`src/rtl/backprop_pkg.sv`:
```
// Shared types and width helpers for the z-to-z backprop control path.
package backprop_pkg;

    typedef enum logic [2:0] {
        IDLE,
        LOAD_ACT,
        INIT,
        STREAM,
        DRAIN,
        DONE
    } z2z_state_t;

    function automatic int lw_f(input int max_layers);
        return (max_layers < 1) ? 1 : $clog2(max_layers + 1);
    endfunction

    function automatic int cw_f(input int size);
        return (size < 2) ? 1 : $clog2(size);
    endfunction

endpackage

```
`src/rtl/valid_delay_line.sv`:
```
// Clearable shift register of {valid, tag} matching the datapath latency.
module valid_delay_line #(
    parameter int DEPTH = 8,
    parameter int TAG_W = 5
) (
    input  logic             clk,
    input  logic             reset,
    input  logic             clear_i,
    input  logic             push_i,
    input  logic [TAG_W-1:0] tag_i,
    output logic             valid_o,
    output logic [TAG_W-1:0] tag_o,
    output logic             empty_o
);

    logic [DEPTH-1:0]            v_q;
    logic [DEPTH-1:0][TAG_W-1:0] t_q;

    always_ff @(posedge clk) begin
        if (reset || clear_i) begin
            v_q <= '0;
            t_q <= '0;
        end else begin
            v_q[0] <= push_i;
            // Idle slots carry a zero tag so the tail reads 0 when invalid.
            t_q[0] <= push_i ? tag_i : '0;
            for (int i = 1; i < DEPTH; i++) begin
                v_q[i] <= v_q[i-1];
                t_q[i] <= t_q[i-1];
            end
        end
    end

    assign valid_o = v_q[DEPTH-1];
    assign tag_o   = t_q[DEPTH-1];
    assign empty_o = ~|v_q;

endmodule

```
`src/rtl/z_to_z_sequencer.sv`:
```
// Per-layer sequencer for the z-to-z backprop datapath: handshakes,
// layer/column bookkeeping and result tagging through the pipe latency.
module z_to_z_sequencer
    import backprop_pkg::*;
#(
    parameter int SIZE         = 3,
    parameter int PIPE_LATENCY = 3 * SIZE - 1,
    parameter int MAX_LAYERS   = 16
) (
    input  logic                        clk,
    input  logic                        reset,
    input  logic                        start,
    input  logic [lw_f(MAX_LAYERS)-1:0] layer_count,
    input  logic                        act_valid,
    output logic                        act_ready,
    input  logic                        cost_valid,
    output logic                        cost_ready,
    output logic                        set_diff_act,
    output logic                        set_cost,
    output logic                        start_new_layer,
    output logic                        out_valid,
    output logic [cw_f(SIZE)-1:0]       out_col_idx,
    output logic [lw_f(MAX_LAYERS)-1:0] out_layer_idx,
    output logic                        busy,
    output logic                        done,
    output logic                        stream_err
);

    localparam int LW = lw_f(MAX_LAYERS);
    localparam int CW = cw_f(SIZE);
    localparam logic [CW-1:0] COL_LAST = CW'(SIZE - 1);

    z2z_state_t    state_q, state_d;
    logic [LW-1:0] cnt_q, cnt_d;
    logic [LW-1:0] layer_q, layer_d;
    logic [CW-1:0] col_q, col_d;
    logic [CW-1:0] ocol_q, ocol_d;
    logic          err_q, err_d;
    logic          clear;
    logic          dl_valid;
    logic          dl_empty;
    logic [LW-1:0] dl_tag;

    always_comb begin
        state_d         = state_q;
        cnt_d           = cnt_q;
        layer_d         = layer_q;
        col_d           = col_q;
        err_d           = err_q;
        clear           = 1'b0;
        act_ready       = 1'b0;
        cost_ready      = 1'b0;
        start_new_layer = 1'b0;
        done            = 1'b0;
        unique case (state_q)
            IDLE: begin
                if (start) begin
                    err_d = 1'b0;
                    if (layer_count == '0) begin
                        state_d = DONE;
                    end else begin
                        cnt_d   = layer_count;
                        layer_d = '0;
                        state_d = LOAD_ACT;
                    end
                end
            end
            LOAD_ACT: begin
                act_ready = 1'b1;
                if (act_valid) state_d = INIT;
            end
            INIT: begin
                start_new_layer = 1'b1;
                col_d           = '0;
                state_d         = STREAM;
            end
            STREAM: begin
                cost_ready = 1'b1;
                if (cost_valid) begin
                    if (col_q == COL_LAST) begin
                        col_d   = '0;
                        state_d = DRAIN;
                    end else begin
                        col_d = col_q + CW'(1);
                    end
                end else if (col_q != '0) begin
                    // A gap mid-layer corrupts the systolic stream.
                    err_d   = 1'b1;
                    clear   = 1'b1;
                    state_d = IDLE;
                end
            end
            DRAIN: begin
                if (dl_empty) begin
                    if (layer_q + LW'(1) == cnt_q) begin
                        state_d = DONE;
                    end else begin
                        layer_d = layer_q + LW'(1);
                        state_d = LOAD_ACT;
                    end
                end
            end
            DONE: begin
                done    = 1'b1;
                state_d = IDLE;
            end
            default: state_d = IDLE;
        endcase
    end

    always_comb begin
        ocol_d = ocol_q;
        if (clear) begin
            ocol_d = '0;
        end else if (dl_valid) begin
            ocol_d = (ocol_q == COL_LAST) ? '0 : ocol_q + CW'(1);
        end
    end

    always_ff @(posedge clk) begin
        if (reset) begin
            state_q <= IDLE;
            cnt_q   <= '0;
            layer_q <= '0;
            col_q   <= '0;
            ocol_q  <= '0;
            err_q   <= 1'b0;
        end else begin
            state_q <= state_d;
            cnt_q   <= cnt_d;
            layer_q <= layer_d;
            col_q   <= col_d;
            ocol_q  <= ocol_d;
            err_q   <= err_d;
        end
    end

    assign set_diff_act = act_valid & act_ready;
    assign set_cost     = cost_valid & cost_ready;

    valid_delay_line #(
        .DEPTH(PIPE_LATENCY),
        .TAG_W(LW)
    ) u_dline (
        .clk    (clk),
        .reset  (reset),
        .clear_i(clear),
        .push_i (set_cost),
        .tag_i  (layer_q),
        .valid_o(dl_valid),
        .tag_o  (dl_tag),
        .empty_o(dl_empty)
    );

    assign out_valid     = dl_valid;
    assign out_col_idx   = ocol_q;
    assign out_layer_idx = dl_tag;
    assign busy          = (state_q != IDLE);
    assign stream_err    = err_q;

endmodule

```
`config.mk`:
```
export PLATFORM = sky130hd
export DESIGN_NAME = z_to_z_sequencer
export DESIGN_NICKNAME = d
export VERILOG_FILES = /design/src/rtl/backprop_pkg.sv /design/src/rtl/valid_delay_line.sv /design/src/rtl/z_to_z_sequencer.sv
export SDC_FILE = /design/constraint.sdc
export NUM_CORES = 1
export LEC_CHECK = 0
export BUFFER_PORTS_ARGS = -buffer_cell sky130_fd_sc_hd__buf_2
export CAP_MARGIN = 5
export CELL_PAD_IN_SITES_DETAIL_PLACEMENT = 0
export CELL_PAD_IN_SITES_GLOBAL_PLACEMENT = 1
export CORE_ASPECT_RATIO = 1.5
export CORE_MARGIN = 8
export CORE_UTILIZATION = 44
export DETAILED_ROUTE_END_ITERATION = 12
export GPL_TIMING_DRIVEN = 0
export PLACE_DENSITY_LB_ADDON = 0.1
export SYNTH_ARGS = -nofsm -noshare
export SYNTH_HDL_FRONTEND = slang
export SYNTH_HIERARCHICAL = 1
export SYNTH_SLANG_ARGS = --single-unit
export TNS_END_PERCENT = 30
```
`constraint.sdc`:
```
create_clock -name clk -period 2.8 [get_ports clk]
set_clock_uncertainty 0.2 [all_clocks]
set_input_delay 0.7 -clock clk [delete_from_list [all_inputs] [get_ports clk]]
set_output_delay 0.7 -clock clk [all_outputs]
set_load 0.1 [all_outputs]
```
==> results of run 1 <==
==> registers in the layout, indices dropped and copies added (netlist names) <==
name,cells
u_dline/t_q,35
cnt_q,5
stream_err,1
layer_q,5
col_q,2
u_dline/tag_o,5
u_dline/v_q,8
state_q,3
out_col_idx,2
==> cells in the final DEF (no fill, tap or decap), drive strengths merged, types with 3 or more instances in the layout <==
master and count:
or4 4, mux2i 3, clkbuf 15, nand3 7, xor2 4, xnor2 4
nand2b 3, a22oi 4, nor3 5, clkinv 3, and2 45, nor2 18
buf 38, and3 8, o21ai 4, nor2b 4, dfxtp 66, inv 5
nand2 11, a21oi 12
==> worst max-delay path: cells and delay by family (launching register included) <==
family                 cells  cell delay (ns)
buffers and inverters      2             0.48
flip-flops                 1             0.32
AND/OR/NAND/NOR            2             0.59
==> repair_timing <==
item,in CTS,in global routing
endpoints found under the setup margin,1,1
resized for setup,1,1
endpoints found under the hold margin,0,0
==> cell usage after synthesis (2+ instances only) <==
library cell and n:
a21o_1 2, a21oi_1 11, a22oi_1 4, a31oi_1 2
and2_1 45, and3_1 8, buf_2 4, buf_4 9
clkbuf_1 4, dfxtp_1 66, inv_1 5, mux2i_1 3
nand2_1 11, nand2b_1 3, nand3_1 7, nor2_1 18
nor2b_1 4, nor3_1 5, nor4b_1 2, o21ai_0 2
o2bb2ai_1 2, or4_1 4, xnor2_1 3, xor2_1 3
==> metrics by stage <==
stage               instances  cell area (um^2)  total power, mW  hold slack, ns
floorplan                 251              2510             1.16           0.206
global placement          346              2720             1.20           0.211
detailed placement        346              2720             1.20           0.213
CTS                       362              2890             1.89           0.222
global route              362              2900             1.95           0.240
finish                    362              2900             1.86           0.221
==> where the power goes <==
group          leakage, nW  internal, mW  switching [mW]  total, mW
combinational        0.630        0.0582           0.164      0.223
clock               0.0851         0.341           0.342      0.683
sequential           0.533         0.950         0.00832      0.958
total                 1.25          1.35           0.515       1.86
==> worst max path at each step <==
stage | to | slack, ns | cells after the start | from
2_1_floorplan | start_new_layer | -0.03 | 3 | state_q[2]
3_3_place_gp | layer_q[0] | 0.23 | 6 | u_dline/v_q[7]
3_5_place_dp | layer_q[0] | 0.20 | 6 | u_dline/v_q[7]
4_1_cts | set_cost | 0.08 | 4 | state_q[1]
5_1_grt | set_diff_act | 0.04 | 5 | state_q[0]
6_report | set_cost | 0.17 | 4 | state_q[1]
==> final cells by class <==
class,count,share of cell area
clock inverter,5,0.0104
sequential,66,0.456
timing repair buffer,25,0.0453
multi-input combinational,163,0.367
inverter,5,0.00648
buffer,17,0.0354
clock buffer,11,0.0488
tap,70,0.0302
==> routing by layer <==
layer  track usage  wire, um  up-vias
met4        0.0610        82        0
met5             0         0        -
met3        0.0390       181        7
met1         0.119      1920      856
li1              -         -      921
met2         0.224      2430       26
==> logic make-up after synthesis <==
group           after synthesis  share of synthesized area
compound gates               37                      0.114
fa+ha+maj                     1                    0.00501
flops                        66                      0.529
simple gates                113                      0.253
mux                           4                     0.0165
xor+xnor                      8                     0.0341
buf+inv                      22                     0.0486
==> out/metrics.cfg, run 1 <==
[status]
status=complete, no violations

[synth]
synth_edf_count=0
synth_area_leaders=dfxtp_1 (53%), and2_1 (11%), buf_4 (2.7%)
yosysSeqAreaShare=0.529
synth_cell_types=48
synth_top_area_frac=0.529
yosysTopAreaCell=dfxtp_1
syn_inst=251
ys_ff_latch=66
synthFlopType=dfxtp_1
synthesis.area_um2=2500
synth_nets=262
async_flop_share=0
avgSynthCellArea_um2=9.95
yosys_warnings=6

[floorplan]
die_w_um=77.5
dieHeight_um=108
pin_count=26
die-area_um2=8400
floorplan.initialDensity=0.455
rows=33
core_um2=5490

[routing]
via_count=1810
drt_iter0_drc=51
routed_wl_mm=4.62
ant_nets=0
firstDrtPassIters=4
drc=0
post_drt_wl_per_cell_um=12.8
vias_per_cell=5.00

[setup_path]
rrSetupSlack_ns=0.21
crit_chain=buf_2 -> nor2b_1 -> and3_1 -> buf_6
slowest_stage=and3_1
crit_path_start_kind=register
slowest_delay_ns=0.36
critPathMaxFanout=10
critPathArrivalTime_ns=1.73
criticalPathCategory=register to output pin
r2r_cells=6
worstPathRequired_ns=1.90
timing.rr.end=layer_q[0]
endpoint_kind=output pin
reg2reg_from=u_dline/v_q[7]

[flow_run]
maxCapViolCount=0

[global_route]
grt_pass1_wl_mm=8.11
grt_max_degree=12
grt_remaining_overflow=0
grt_pass1_vias=1808
grt_usage=0.122
antenna_found_initial=0

[final_layout]
drive_above_1_share=0.223
register_area_um2=1320
multiInputGateArea_um2=1060
nNetsFinal=298
fin_util=0.528
nFillCells=549
diodes=0
syn_to_final_growth_pct=16.0

[timing]
setup_slack_ns=0.168
min_period_over_period=0.940
hold_violations=0
rsz0062_at_grt=no
tns_ns=0
max_freq_mhz=380
fin_crit_ns=2.63
slew_viol_final=0
tightest_slew_ns=0.643
setup_viol=0
relSlewSlack=0.567

[pwr]
power_density_nw_per_um2=643
irDropWorstVdd_mv=0.281
p_leak_nw=1.25

[min_path]
hold_end=u_dline/t_q[8]
min_from=u_dline/t_q[3]
holdPathStages=1
hold_class=register to register

[clocking]
cts_tree=yes
cts.clk_slew.worst_paths_ns=0.07
numCtsBuffers=9
cts_hold_buf=0
clockBufferDepth=2
h-tree-depth=3
cts_root_buffer=clkbuf_8
postCtsSetupRepairBufs=0
clk_latency_ns=0.33
cts_sinks=66

[place]
numPortBuffers=25
pre_cts_slack_ns=0.204
place.gp.congestion=0.776
dp_hpwl_mm=3.44

Note: power is estimated with default switching activity, not from simulation.
==> inputs of run 2 (changes only) <==
SETUP_SLACK_MARGIN = 0.3   (was not set)
SLEW_MARGIN = 0   (was not set)
==> run 2 against run 1 <==
  * Combinational power is 4% higher
  * Routed wire length is 3.0% higher
  * Clock power up 5.9%
  * Core utilization increased by 1.1 points
  * Register-to-register slack improved by 0.18 ns
  * Cell area grew 2.1%
  * Die area is the same
  * Non-clock buffer count increased by 2
  * Critical path depth is 1 lower
  * Sequential cell count stayed put
  * Clock-buffer cell count increased by 1
  * Critical path type unchanged
  * Critical endpoint is now done
==> out/metrics.cfg, run 2 (synthesized netlist as in run 1, its figures left out) <==
[status]
status=complete, no violations

[setup_path]
startpoint=state_q[2]
slowest_stage=dfxtp_1
timing.rr.end=u_dline/t_q[27]
reg2reg_from=state_q[0]
slowest_delay_ns=0.44  ; +0.08 ns
rrSetupSlack_ns=0.39  ; +0.18 ns
worstPathRequired_ns=1.90  ; about the same
endpoint=done
criticalPathCategory=register to output pin
critPathMaxFanout=10  ; unchanged
critPathArrivalTime_ns=1.58  ; -0.15 ns
path_delay_family=buffers and inverters
cp_num_buf_inv=2  ; unchanged
crit_path_start_kind=register
crit_chain=buf_4 -> and3_1 -> buf_2
r2r_cells=7  ; +1
endpoint_kind=output pin
cp.depth=3  ; -1

[clocking]
clockBufferDepth=2  ; unchanged
h-tree-depth=3  ; unchanged
cts_root_buffer=clkbuf_8
cts_tree=yes
cts_hold_buf=0  ; unchanged
cts.clk_slew.worst_paths_ns=0.07  ; about the same
numCtsBuffers=9  ; unchanged
clk_latency_ns=0.34  ; about the same
cts_sinks=66  ; unchanged

[timing]
min_period_over_period=0.887  ; -0.0535
slew_viol_final=0  ; unchanged
setup_viol=0  ; unchanged
max_freq_mhz=403  ; +6.0%
setup_slack_ns=0.317  ; +0.150 ns
fin_crit_ns=2.48  ; -0.150 ns
rsz0062_at_grt=yes
tightest_slew_ns=0.655  ; +0.0121 ns
hold_violations=0  ; unchanged
relSlewSlack=0.559  ; -0.00811

[global_route]
grt_pass1_wl_mm=8.11  ; about the same
antenna_found_initial=0  ; unchanged
grt_remaining_overflow=0  ; unchanged
grt_usage=0.123  ; +0.00132
grt_max_degree=12  ; unchanged
grt_pass1_vias=1785  ; -1.3%

[final_layout]
diodes=0  ; unchanged
drive_above_1_share=0.241  ; +0.0189
nFillCells=530  ; -3.5%
layout_commonest_cell=dfxtp_1
top_register=u_dline/t_q
syn_to_final_growth_pct=18.4
register_area_um2=1320  ; unchanged
largest_reg_flops=35  ; unchanged
reg_top3=u_dline/t_q x35, u_dline/v_q x8
fin_util=0.539  ; +0.0109
nNetsFinal=300  ; +0.67%
multiInputGateArea_um2=1080  ; +1.6%
layout_common_cells=dfxtp_1 (66), and2_1 (44), buf_2 (24)

[place]
numPortBuffers=25  ; unchanged
place.gp.congestion=0.788  ; +1.7%
dp_hpwl_mm=3.46  ; +0.56%
pre_cts_slack_ns=0.202  ; -0.00202 ns

[floorplan]
core_um2=5490  ; unchanged
die-area_um2=8400  ; unchanged
rows=33  ; unchanged
floorplan.initialDensity=0.455  ; unchanged
die_w_um=77.5  ; unchanged
pin_count=26  ; unchanged
dieHeight_um=108  ; unchanged

[pwr]
irDropWorstVdd_mv=0.263  ; -6.4%
power_density_nw_per_um2=647  ; +0.61%
power_mw=1.91  ; +2.7%
p_leak_nw=1.27  ; +1.5%

[routing]
firstDrtPassIters=4  ; unchanged
via_count=1823  ; +0.72%
drc=0  ; unchanged
post_drt_wl_per_cell_um=13.1  ; +2.4%
ant_nets=0  ; unchanged
routed_wl_mm=4.76  ; +3.0%
vias_per_cell=5.01  ; +0.16%
drt_iter0_drc=62  ; +22%

[min_path]
hold_class=register to register

[flow_run]
maxCapViolCount=0  ; unchanged

## run 2: worst min path at each step
stage	end	from	depth (start not counted)
4_1_cts	u_dline/t_q[13]	u_dline/t_q[8]	1
2_1_floorplan	u_dline/t_q[10]	u_dline/t_q[5]	1
6_report	u_dline/tag_o[4]	u_dline/t_q[34]	1
5_1_grt	u_dline/t_q[12]	u_dline/t_q[7]	1
3_5_place_dp	u_dline/t_q[19]	u_dline/t_q[14]	1
3_3_place_gp	u_dline/t_q[23]	u_dline/t_q[18]	1
## run 2: layout make-up
| class | count | share of cell area |
|---|---|---|
| flip-flops and latches | 66 | 0.447 |
| well taps | 70 | 0.0296 |
| plain buffers | 17 | 0.0347 |
| clock inverters | 4 | 0.00888 |
| multi-input cells | 163 | 0.366 |
| repair buffers | 27 | 0.0554 |
| clock buffers | 12 | 0.0525 |
| inverters | 5 | 0.00635 |
## run 2: metal layers
metal | routed length [um] | global-route usage | up-vias
met5 | 0 | 0 | -
li1 | - | - | 926
met1 | 1960 | 0.122 | 858
met4 | 119 | 0.0813 | 0
met2 | 2520 | 0.224 | 31
met3 | 164 | 0.0291 | 8
## run 2: metrics by stage
stage | instances | cell area (um^2) | TNS (ns) | hold WS [ns]
2_1_floorplan | 251 | 2510 | -0.0102 | 0.206
3_3_place_gp | 346 | 2720 | 0 | 0.210
3_5_place_dp | 346 | 2720 | 0 | 0.213
4_1_cts | 362 | 2930 | 0 | 0.229
5_1_grt | 364 | 2960 | 0 | 0.244
6_report | 364 | 2960 | 0 | 0.225
## run 2: power by group
part / switching (mW) / leakage (nW) / internal [mW]
Clock: 0.355 / 0.0924 / 0.368
Sequential: 0.00834 / 0.533 / 0.950
Combinational: 0.167 / 0.641 / 0.0648
## run 2: timing repair
| item | CTS | global route |
|---|---|---|
| pin swaps | 0 | 1 |
| setup buffers | 0 | 2 |
| endpoints found under the setup margin | 6 | 28 |
| gates resized for setup | 8 | 7 |
| gates cloned | 0 | 0 |
## run 2: worst register-to-register path, cell delays in order, from the launching register on
cell and delay [ns]:
dfxtp_1 0.34, buf_2 0.23, nand2b_1 0.17, nor4_1 0.59
nor2_1 0.19, buf_2 0.24, buf_4 0.18, and2_1 0.16
